**config.mk**
```make
export PLATFORM = sky130hd
export DESIGN_NAME = usb_host_line_tx
export DESIGN_NICKNAME = d
export VERILOG_FILES = /design/src/rtl/usb_host_line_tx.sv
export SDC_FILE = /design/constraint.sdc
export NUM_CORES = 1
export LEC_CHECK = 0
export BUFFER_PORTS_ARGS = -buffer_cell sky130_fd_sc_hd__buf_2
export CAP_MARGIN = 15
export CORE_UTILIZATION = 50
export DETAILED_ROUTE_END_ITERATION = 16
export GPL_ROUTABILITY_DRIVEN = 0
export PLACE_DENSITY = 0.69
export RECOVER_POWER = 25
export SYNTH_ARGS = -nofsm -noshare
export SYNTH_HDL_FRONTEND = slang
export SYNTH_SLANG_ARGS = --single-unit
```
**constraint.sdc**
```tcl
create_clock -name clk_48mhz -period 3.18 [get_ports clk_48mhz]
set_clock_uncertainty 0.05 [all_clocks]
set_input_delay 0.159 -clock clk_48mhz [delete_from_list [all_inputs] [get_ports clk_48mhz]]
set_output_delay 0.159 -clock clk_48mhz [all_outputs]
set_load 0.005 [all_outputs]
```
**src/rtl/usb_host_line_tx.sv**
```systemverilog
// usb_host_line_tx: serialises a byte stream onto a USB D+/D- pair as
// SYNC, NRZI-encoded bit-stuffed data, then EOP (SE0 followed by J).
// Optional feature macro: USB_HOST_TX_LOW_SPEED_EN adds a low_speed input
// selecting 1.5 Mbps timing and low-speed J/K polarity for each packet.
module usb_host_line_tx #(
    parameter int CLKS_PER_BIT = 4,
    parameter int EOP_SE0_BITS = 2,
    parameter int EOP_J_BITS   = 1
) (
    input  logic       clk_48mhz,
    input  logic       reset,
`ifdef USB_HOST_TX_LOW_SPEED_EN
    input  logic       low_speed,
`endif
    input  logic [7:0] tx_data,
    input  logic       tx_valid,
    input  logic       tx_last,
    output logic       tx_ready,
    output logic       tx_busy,
    output logic       tx_underrun,
    output logic       usb_host_p_tx,
    output logic       usb_host_n_tx,
    output logic       usb_host_tx_en
);

    localparam int TW = $clog2(CLKS_PER_BIT * 8);
    localparam logic [TW-1:0] FS_MAX   = TW'(CLKS_PER_BIT - 1);
    localparam logic [TW-1:0] LS_MAX   = TW'(CLKS_PER_BIT * 8 - 1);
    localparam logic [2:0]    SE0_LAST = 3'(EOP_SE0_BITS - 1);
    localparam logic [2:0]    J_LAST   = 3'(EOP_J_BITS - 1);

    typedef enum logic [2:0] {
        S_IDLE,
        S_SYNC,
        S_DATA,
        S_EOP_SE0,
        S_EOP_J
    } state_t;

    state_t        state_q, state_d;
    logic [TW-1:0] timer_q, timer_d;
    logic [2:0]    idx_q, idx_d;     // bit index within SYNC/byte/EOP phase
    logic [2:0]    ones_q, ones_d;   // consecutive ones on the wire
    logic          stuff_q, stuff_d; // current bit is an inserted stuff bit
    logic [7:0]    data_q, data_d;
    logic          last_q, last_d;
    logic          lvl_q, lvl_d;     // NRZI line level: 1 = J, 0 = K
    logic          ls_q, ls_d;       // low-speed timing/polarity for this packet
    logic          p_q, p_d;
    logic          n_q, n_d;
    logic          en_q, en_d;
    logic          ready_q, ready_d;
    logic          busy_q, busy_d;
    logic          underrun_q, underrun_d;

    logic          ls_in;
    logic [TW-1:0] tmax;
    logic [TW-1:0] tpre;
    logic          strobe;
    logic          eob;
    logic          accept;
    logic          bit_go;
    logic          bit_val;
    logic [2:0]    ones_base;
    logic          se0_d;

`ifdef USB_HOST_TX_LOW_SPEED_EN
    assign ls_in = low_speed;
`else
    assign ls_in = 1'b0;
`endif

    assign tmax   = ls_q ? LS_MAX : FS_MAX;
    assign tpre   = tmax - TW'(1);
    assign strobe = (timer_q == tmax);
    assign accept = ready_q && tx_valid;
    // Final wire bit of the current byte: bit 7, unless a stuff bit still follows it.
    assign eob    = (state_q == S_DATA) && (idx_q == 3'd7) && (stuff_q || (ones_q != 3'd6));

    assign tx_ready       = ready_q;
    assign tx_busy        = busy_q;
    assign tx_underrun    = underrun_q;
    assign usb_host_p_tx  = p_q;
    assign usb_host_n_tx  = n_q;
    assign usb_host_tx_en = en_q;

    // Next-state: bit timing, sequencing, NRZI/stuffing and registered output values.
    always_comb begin
        state_d    = state_q;
        timer_d    = timer_q;
        idx_d      = idx_q;
        ones_d     = ones_q;
        stuff_d    = stuff_q;
        data_d     = data_q;
        last_d     = last_q;
        lvl_d      = lvl_q;
        ls_d       = ls_q;
        ready_d    = 1'b0;
        underrun_d = 1'b0;
        bit_go     = 1'b0;
        bit_val    = 1'b0;
        ones_base  = ones_q;
        se0_d      = 1'b0;
        p_d        = 1'b1;
        n_d        = 1'b0;
        en_d       = 1'b0;
        busy_d     = 1'b0;

        if (state_q != S_IDLE) begin
            timer_d = strobe ? '0 : timer_q + TW'(1);
        end

        case (state_q)
            S_IDLE: begin
                ready_d = 1'b1;
                timer_d = '0;
                if (accept) begin
                    state_d = S_SYNC;
                    ls_d    = ls_in;
                    data_d  = tx_data;
                    last_d  = tx_last;
                    idx_d   = 3'd0;
                    stuff_d = 1'b0;
                    lvl_d   = 1'b0;   // first SYNC bit is a 0: J -> K
                    ready_d = 1'b0;
                end
            end
            S_SYNC: begin
                if (strobe) begin
                    if (idx_q == 3'd7) begin
                        state_d   = S_DATA;
                        idx_d     = 3'd0;
                        stuff_d   = 1'b0;
                        ones_base = 3'd1;   // SYNC's final 1 counts toward stuffing
                        bit_go    = 1'b1;
                        bit_val   = data_q[0];
                    end else begin
                        idx_d = idx_q + 3'd1;
                        // SYNC is seven 0s then a 1: only the last bit holds the level
                        if (idx_q != 3'd6) begin
                            lvl_d = ~lvl_q;
                        end
                    end
                end
            end
            S_DATA: begin
                // Request the next byte during the strobe cycle that ends this byte
                if (eob && !last_q && (timer_q == tpre)) begin
                    ready_d = 1'b1;
                end
                if (strobe) begin
                    if (eob) begin
                        if (!last_q && tx_valid) begin
                            data_d  = tx_data;
                            last_d  = tx_last;
                            idx_d   = 3'd0;
                            stuff_d = 1'b0;
                            bit_go  = 1'b1;
                            bit_val = tx_data[0];
                        end else begin
                            underrun_d = ~last_q;
                            state_d    = S_EOP_SE0;
                            idx_d      = 3'd0;
                            stuff_d    = 1'b0;
                            ones_d     = 3'd0;
                        end
                    end else if (!stuff_q && (ones_q == 3'd6)) begin
                        stuff_d = 1'b1;
                        ones_d  = 3'd0;
                        lvl_d   = ~lvl_q;
                    end else begin
                        idx_d   = idx_q + 3'd1;
                        stuff_d = 1'b0;
                        bit_go  = 1'b1;
                        bit_val = data_q[idx_q + 3'd1];
                    end
                end
            end
            S_EOP_SE0: begin
                if (strobe) begin
                    if (idx_q == SE0_LAST) begin
                        state_d = S_EOP_J;
                        idx_d   = 3'd0;
                        lvl_d   = 1'b1;
                    end else begin
                        idx_d = idx_q + 3'd1;
                    end
                end
            end
            S_EOP_J: begin
                if (strobe) begin
                    if (idx_q == J_LAST) begin
                        state_d = S_IDLE;
                        idx_d   = 3'd0;
                        lvl_d   = 1'b1;
                        ready_d = 1'b1;
                    end else begin
                        idx_d = idx_q + 3'd1;
                    end
                end
            end
            default: begin
                state_d = S_IDLE;
                lvl_d   = 1'b1;
            end
        endcase

        // NRZI: a 0 toggles the line and breaks the run of ones; a 1 holds it
        if (bit_go) begin
            if (bit_val) begin
                ones_d = ones_base + 3'd1;
            end else begin
                ones_d = 3'd0;
                lvl_d  = ~lvl_q;
            end
        end

        // Low-speed swaps which wire carries J
        se0_d  = (state_d == S_EOP_SE0);
        p_d    = !se0_d && (lvl_d ^ ls_d);
        n_d    = !se0_d && !(lvl_d ^ ls_d);
        en_d   = (state_d != S_IDLE);
        busy_d = en_d;
    end

    // State and output registers; reset drops the bus straight to full-speed J idle.
    always_ff @(posedge clk_48mhz) begin
        if (reset) begin
            state_q    <= S_IDLE;
            timer_q    <= '0;
            idx_q      <= 3'd0;
            ones_q     <= 3'd0;
            stuff_q    <= 1'b0;
            data_q     <= 8'd0;
            last_q     <= 1'b0;
            lvl_q      <= 1'b1;
            ls_q       <= 1'b0;
            p_q        <= 1'b1;
            n_q        <= 1'b0;
            en_q       <= 1'b0;
            ready_q    <= 1'b0;
            busy_q     <= 1'b0;
            underrun_q <= 1'b0;
        end else begin
            state_q    <= state_d;
            timer_q    <= timer_d;
            idx_q      <= idx_d;
            ones_q     <= ones_d;
            stuff_q    <= stuff_d;
            data_q     <= data_d;
            last_q     <= last_d;
            lvl_q      <= lvl_d;
            ls_q       <= ls_d;
            p_q        <= p_d;
            n_q        <= n_d;
            en_q       <= en_d;
            ready_q    <= ready_d;
            busy_q     <= busy_d;
            underrun_q <= underrun_d;
        end
    end

endmodule

```
==> results of run 1 <==
cell type report:
cell class,instances,area share
sequential,31,0.289
tap,48,0.0279
clock buffer,8,0.0466
inverter,7,0.0122
timing repair buffer,19,0.0437
multi-input combinational,183,0.581
registers in the layout, summed over array words and instances (netlist names):
signal and cells:
tx_ready 1, timer_q 5, idx_q 3, stuff_q 1, state_q 3, data_q 8, lvl_q 1, usb_host_n_tx 1
tx_busy 1, ones_q 3, usb_host_p_tx 1, tx_underrun 1, last_q 1, ls_q 1
kinds of logic after synthesis:
group | Yosys count | share of synthesized area
AO/OA/AOI/OAI | 55 | 0.198
multiplexers | 14 | 0.0842
adder cells (fa/ha/maj) | 8 | 0.0507
AND/OR/NAND/NOR | 101 | 0.277
flip-flops | 31 | 0.314
buffers and inverters | 21 | 0.0538
XOR/XNOR | 5 | 0.0222
layout by cell type (no fill, tap or decap), types with 4 or more instances in the layout:
cell type	n
a21oi_1	16
a32oi_1	4
buf_2	15
clkbuf_1	4
clkbuf_8	7
dfxtp_1	31
ha_1	8
inv_1	7
mux2i_1	11
nand2_1	23
nand3_1	10
nor2_1	22
nor2b_1	9
nor3_1	10
o211ai_1	4
o21a_1	4
o21ai_0	4
xor2_1	4
power by group through the flow:
stage	Clock, uW	Combinational [uW]	Sequential [uW]
after floorplan	0	92.2	423
after global placement	0	116	429
after detailed placement	0	116	429
after CTS	352	117	421
after global routing	370	130	424
final	347	116	421
worst paths after layout:
check | startpoint | endpoint | slack, ns
max | state_q[0] | lvl_q | 0.63
max reg2reg | state_q[0] | lvl_q | 0.63
min | tx_data[4] | data_q[4] | 0.06
min reg2reg | timer_q[0] | timer_q[0] | 0.42
through the flow:
stage	cell area [sq um]	std cells
5_1_grt	2150	296
3_5_place_dp	2060	288
6_report	2150	296
2_1_floorplan	1980	235
4_1_cts	2160	296
3_3_place_gp	2060	288
metal layers:
layer / share of wire / vias to the layer above
li1: - / 886
met1: 0.49 / 808
met2: 0.44 / 48
met3: 0.055 / 7
met4: 0.013 / 0
met5: 0 / -
worst min-delay path, delay by kind of cell:
kind          cells  cell delay (ns)
simple gates      1             0.07
mux               1             0.05
buf+inv           1             0.08
==> results.ini, run 1 <==
[place]
dp_slack_ns = 0.691
dpl.hpwl_um = 3270
io_buffer_count = 17

[floorplanning]
num_io_pins = 18
die_x_um = 64.9
coreArea_sq_um = 3720
num_rows = 22
start_util = 0.532
die_area_sq_um = 4210
fp.dieH_um = 64.9

[routing]
num_vias = 1749
wl_per_cell_um = 15.1
drtPass1Iterations = 4
drt_iter0_drc = 195
vias_per_cell = 5.91
drc = 0
ant_nets = 0
wl_um = 4480

[global_routing]
grt-ovfl-total = 0
use_met2 = 0.376
track_usage = 0.242
antenna_found_initial = 0
use_met1 = 0.328
use_met3 = 0.0528
grt_max_degree = 28
grt_pass1_wl_um = 7800
grt_pass1_vias = 1641
gr-max-usage-layer = met2

[timing]
setup_viol = 0
setup-tns-final_ns = 0
hold_ws_ns = 0.0578
worst_slack_ns = 0.628
hold_viol = 0
finalCritPeriodShare = 0.802
worstMarginPinSlew_ns = 0.658
drv_slew = 0
fin_crit_ns = 2.55
relSlewSlack = 0.561
rsz0062_at_grt = false
fmax_mhz = 392

[setup_path]
worst-path-stages = 7
start_kind = flop
path_max_fanout = 16
crit_required_ns = 3.35
worstSetupPathType = reg -> reg
max_stage_delay_ns = 0.56
cp_slowest_cell = dfxtp_1
cpLargestDelayFamily = simple AND/OR/NAND/NOR gates
rr_worst_depth = 7
crit_chain = clkbuf_1 > nor2b_1 > a21oi_1 > and4bb_2 > nand2_2 > mux2_2 > nand2_1
crit_buf_inv = 1
end_kind = flop
arrival_ns = 2.72

[logic_synthesis]
async_flop_share = 0
syn_avg_cell_area_sq_um = 8.41
synth-seq-cells = 31
netlist_area_sq_um = 1980
ys_seq_area_frac = 0.314
synth_largest_area_cell = dfxtp_1
syn-num-nets = 255
yosys_warnings = 0
synth-main-ff-cell = dfxtp_1
synth.most_common_cell = dfxtp_1
ys_top_cells_by_count = 31 x dfxtp_1, 23 x nand2_1, 22 x nor2_1, 16 x a21oi_1, 11 x mux2i_1
ys_types = 56
synth_area_leaders = dfxtp_1 31%, mux2i_1 5.6%, ha_1 5.1%
synth_top_area_frac = 0.314
synth-edff-count = 0
syn_inst = 235

[layout]
seq_area_sq_um = 621
nets = 267
drive_above_1_share = 0.149
fin_util = 0.578
multiInputGateArea_sq_um = 1250
fillers = 344
area_growth_pct = 8.80
antenna_cells = 0

[power]
switching_share = 0.260
power_density_nw_per_um2 = 412
p_int_uw = 655
finalPower_uw = 885
p_comb_frac = 0.131
vdd_drop_max_v = 0.000283
p_leak_uw = 0.000833
clkPwrFrac = 0.393
seq_power_share = 0.476
p_switching_uw = 230

[clock_network]
ctsHtreeMaxLevel = 2
cts.path.max_buffers = 2
post_cts_resized = 0
clock-sinks = 31
cts_tree = yes
cts_hold_buf = 0
clk_pin_slew_ns = 0.07
clock_latency_ns = 0.29
cts_setup_buffers = 0
numCtsBuffers = 5
cts_root_buf = clkbuf_8

[worst_hold_path]
hold_depth = 3
hold_path_class = in -> reg

[outcome]
status = finished, final reports clean

[flow_run]
drv_cap = 0

No activity file was read; power rests on OpenSTA's default activity.
==> inputs of run 2 (changes only) <==
==> constraint.sdc (replaced) <==
create_clock -name clk_48mhz -period 2.4 [get_ports clk_48mhz]
set_clock_uncertainty 0.05 [all_clocks]
set_input_delay 0.12 -clock clk_48mhz [delete_from_list [all_inputs] [get_ports clk_48mhz]]
set_output_delay 0.12 -clock clk_48mhz [all_outputs]
set_load 0.005 [all_outputs]
==> run 2 against run 1 <==
Against the previous run: core utilization increased by 2.5 points; die area stayed put; sequential share of layout area fell by 1.2 points; worst setup slack got worse by 0.50 ns; sequential power rose by 32%; power is 32% higher; critical path type unchanged; critical endpoint is now usb_host_p_tx; largest cell class unchanged.
==> results.ini, run 2 (synthesis gave the netlist of run 1 again) <==
[timing]
rsz0062_at_grt = false
setup_viol = 0
setup-tns-final_ns = 0
hold_viol = 0
worstMarginPinSlew_ns = 0.574
fin_crit_ns = 2.27
fmax_mhz = 440
drv_slew = 0
finalCritPeriodShare = 0.948
relSlewSlack = 0.616
worst_slack_ns = 0.126

[global_routing]
grt_pass1_wl_um = 8000
grt_pass1_vias = 1699
antenna_found_initial = 0
track_usage = 0.243
grt_max_degree = 28
grt-ovfl-total = 0

[floorplanning]
die_area_sq_um = 4210
start_util = 0.532
fp.dieH_um = 64.9
num_rows = 22
coreArea_sq_um = 3720
num_io_pins = 18
die_x_um = 64.9

[layout]
area_growth_pct = 13.4
regMostFlops = data_q
layout_common_cells = 31 x dfxtp_1, 23 x nand2_1, 22 x nor2_1
largestRegisters = data_q: 8 flops, timer_q: 5 flops
drive_above_1_share = 0.190
antenna_cells = 0
largest_reg_flops = 8
nets = 277
final_common_cell = dfxtp_1

[clock_network]
cts_root_buf = clkbuf_8
clock-sinks = 31
clock_latency_ns = 0.28
clk_pin_slew_ns = 0.07
numCtsBuffers = 5
ctsHtreeMaxLevel = 2
cts.path.max_buffers = 2
cts_tree = yes

[routing]
vias_per_cell = 5.82
wl_um = 4590
wl_per_cell_um = 15.0
ant_nets = 0
num_vias = 1780
drtPass1Iterations = 5
drc = 0
drt_iter0_drc = 171

[power]
vdd_drop_max_v = 0.000326
power_density_nw_per_um2 = 522
finalPower_uw = 1170
p_leak_uw = 0.000885

[place]
io_buffer_count = 17
dpl.hpwl_um = 3340
dp_slack_ns = 0.0796

[flow_run]
drv_cap = 0

[worst_hold_path]
hold_depth = 2
hold_path_class = in -> reg
min_from = tx_valid
min_to = tx_underrun

[setup_path]
arrival_ns = 2.44
crit_chain = ha_1 > ha_4 > mux4_2 > nand2_1 > a211o_1 > nand2_2 > o311a_1 > nand3_1
rr_endpoint = usb_host_p_tx
timing.rr.start = idx_q[1]
path_max_fanout = 7
regToRegSetupSlack_ns = 0.13
crit_path_start = idx_q[1]
worstSetupPathType = reg -> reg
rr_worst_depth = 8
start_kind = flop
end_kind = flop
max_stage_delay_ns = 0.49
crit_required_ns = 2.57
cp_slowest_cell = mux4_2

[outcome]
status = finished, final reports clean

[run 2: changes by cell type in the layout (fill, tap and decap cells not counted), sizes merged]
cell    before  now
buf         16   27
clkbuf      11   10
[run 2: cell type report]
class / instances / area [sq um]
inverter: 7 / 26.3
fill: 357 / 1480
multi-input combinational: 183 / 1260
tap: 48 / 60.1
timing repair buffer: 29 / 173
sequential: 31 / 621
clock buffer: 8 / 100
[run 2: where the power goes]
part	switching [uW]	total, uW	internal (uW)
sequential	18.6	555	537
combinational	88.3	162	73.2
clock	192	453	262
total	298	1170	871
[run 2: how the worst max path moves through the flow]
stage | to | slack, ns
final | usb_host_p_tx | 0.13
after global placement | usb_host_p_tx | 0.13
after floorplan | ones_q[2] | 0.17
after CTS | usb_host_p_tx | 0.07
after detailed placement | usb_host_p_tx | 0.08
after global routing | data_q[4] | 0.003
[run 2: metrics by stage]
stage	util	instances	hold slack, ns	instance area (sq um)
after CTS	0.600	306	0.0182	2230
after floorplan	-	235	0.148	1980
after global routing	0.603	306	0.0309	2240
after detailed placement	0.573	298	0.308	2130
after global placement	0.573	298	0.297	2130
final	0.603	306	0.0239	2240
[run 2: timing repair]
item | in CTS | in global routing
endpoints found under the setup margin | 0 | 3
hold buffers | 0 | 0
buffers inserted | 0 | 0
endpoints found under the hold margin | 0 | 0
gates resized for setup | 0 | 2
[run 2: critical path, delay by kind of cell (launching register included)]
| family | cells | cell delay, ns |
|---|---|---|
| flip-flops | 1 | 0.33 |
| adder cells (fa/ha/maj) | 2 | 0.51 |
| multiplexers | 1 | 0.49 |
| AND/OR/NAND/NOR | 3 | 0.29 |
| AO/OA/AOI/OAI | 2 | 0.55 |
[run 2: per-layer routing]
layer,track usage,up-vias,part of all wire
met3,0.0458,6,0.057
met5,0,-,0
met1,0.343,812,0.48
li1,-,906,-
met4,0.0667,0,0.012
met2,0.374,56,0.45
==> inputs of run 3 (changes only) <==
--- a/config.mk
+++ b/config.mk
@@ -7,10 +7,12 @@
 export LEC_CHECK = 0
 export BUFFER_PORTS_ARGS = -buffer_cell sky130_fd_sc_hd__buf_2
 export CAP_MARGIN = 15
-export CORE_UTILIZATION = 50
+export CELL_PAD_IN_SITES_DETAIL_PLACEMENT = 0
+export CELL_PAD_IN_SITES_GLOBAL_PLACEMENT = 1
+export CORE_UTILIZATION = 44
 export DETAILED_ROUTE_END_ITERATION = 16
 export GPL_ROUTABILITY_DRIVEN = 0
-export PLACE_DENSITY = 0.69
+export PLACE_DENSITY_LB_ADDON = 0.1
 export RECOVER_POWER = 25
 export SYNTH_ARGS = -nofsm -noshare
 export SYNTH_HDL_FRONTEND = slang
==> run 3 against run 2 <==
Against the previous run: critical path depth is the same; sequential share of layout area shrank 0.61 points; flip-flop and latch count is the same; worst setup slack lost 0.023 ns.
==> results.ini, run 3 (synthesis gave the netlist of run 1 again) <==
[layout]
final_common_cell = dfxtp_1
largest_reg_flops = 8
largestRegisters = data_q: 8 flops, timer_q: 5 flops
layout_common_cells = 31 x dfxtp_1, 23 x nand2_1, 22 x nor2_1
fillers = 440
drive_above_1_share = 0.213
multiInputGateArea_sq_um = 1270
nets = 282
fin_util = 0.530
regMostFlops = data_q
area_growth_pct = 16.0
seq_area_sq_um = 621
antenna_cells = 0
stdcell_area_sq_um = 2290
finalNonFillerCells = 315

[clock_network]
clk_pin_slew_ns = 0.06
clock-sinks = 31
ctsHtreeMaxLevel = 2
clock_latency_ns = 0.29
cts_hold_buf = 0
cts.path.max_buffers = 2
cts_tree = yes
numCtsBuffers = 5
cts_root_buf = clkbuf_8

[setup_path]
crit_buf_inv = 0
max_stage_delay_ns = 0.49
crit_required_ns = 2.50
start_kind = flop
arrival_ns = 2.40
end_kind = flop
cp_slowest_cell = mux4_2
worstSetupPathType = reg -> reg
path_max_fanout = 3
cpLargestDelayFamily = compound AO/OA/AOI/OAI gates
crit_chain = ha_1 > ha_4 > mux4_2 > nand2_1 > a211o_1 > o211ai_1 > a21bo_2 > a21oi_1

[routing]
num_vias = 1818
vias_per_cell = 5.77
drtPass1Iterations = 4
wl_per_cell_um = 16.3
drc = 0
ant_nets = 0
drt_iter0_drc = 130
wl_um = 5130

[timing]
relSlewSlack = 0.668
fin_crit_ns = 2.30
worstMarginPinSlew_ns = 0.495
fmax_mhz = 435
setup-tns-final_ns = 0
finalCritPeriodShare = 0.957
setup_viol = 0
drv_slew = 0
hold_viol = 0

[place]
dpl_cell_area_sq_um = 2160
dpl.hpwl_um = 3630
io_buffer_count = 17
dpl.cell_count = 305

[worst_hold_path]
hold_path_class = in -> reg

[floorplanning]
num_rows = 24
num_io_pins = 18
fp.dieH_um = 69.0
start_util = 0.457
die_x_um = 69.0
coreArea_sq_um = 4320
die_area_sq_um = 4760

[global_routing]
track_usage = 0.221
antenna_found_initial = 0
grt_pass1_wl_um = 8470
grt_pass1_vias = 1701
grt_max_degree = 28
grt-ovfl-total = 0

[power]
switching_share = 0.258
p_switching_uw = 303
p_comb_frac = 0.144
p_leak_uw = 0.000914
seq_power_share = 0.471
clkPwrFrac = 0.386
finalPower_uw = 1180
power_density_nw_per_um2 = 513
p_int_uw = 873
vdd_drop_max_v = 0.000382

[outcome]
status = finished, final reports clean

[flow_run]
drv_cap = 0

[run 3: path summary, 6_finish.rpt]
kind	start	endpoint	slack, ns	depth (start not counted)
max	idx_q[1]	ones_q[2]	0.10	8
min	tx_data[7]	data_q[7]	0.01	3
max reg2reg	idx_q[1]	ones_q[2]	0.10	8
min reg2reg	timer_q[0]	timer_q[0]	0.41	1
[run 3: what timing repair did]
item | CTS | global route
resized for setup | 0 | 4
setup endpoints to repair | 0 | 8
setup buffers | 0 | 2
[run 3: stage by stage]
step / worst slack (ns) / hold slack, ns
floorplan: 0.169 / 0.148
finish: 0.103 / 0.0148
global route: -0.0112 / 0.0362
CTS: 0.0746 / 0.0153
global placement: 0.134 / 0.302
detailed placement: 0.0862 / 0.311
[run 3: routing by layer]
layer	vias to the layer above	global-route usage	routed length, um
met3	12	0.0439	223
li1	914	-	-
met2	46	0.350	2440
met5	-	0	0
met1	846	0.301	2350
met4	0	0.0748	114
[run 3: worst register-to-register path, stage by stage, from the launching register on]
cell      delay [ns]
dfxtp_1         0.33
ha_1            0.21
ha_4            0.30
mux4_2          0.49
nand2_1         0.08
a211o_1         0.24
o211ai_1        0.19
a21bo_2         0.23
a21oi_1         0.05
[run 3: power groups by stage]
| stage | clock network [uW] | registers (uW) | logic, uW |
|---|---|---|---|
| after floorplan | 0 | 561 | 122 |
| after global placement | 0 | 564 | 167 |
| after detailed placement | 0 | 565 | 166 |
| after CTS | 461 | 554 | 168 |
| after global routing | 484 | 557 | 189 |
| final | 453 | 554 | 169 |
[run 3: cell type report]
class,count,share of cell area
multi-input cells,183,0.553
flip-flops and latches,31,0.271
repair buffers,34,0.0923
clock buffers,8,0.0437
well taps,52,0.0284
inverters,7,0.0115
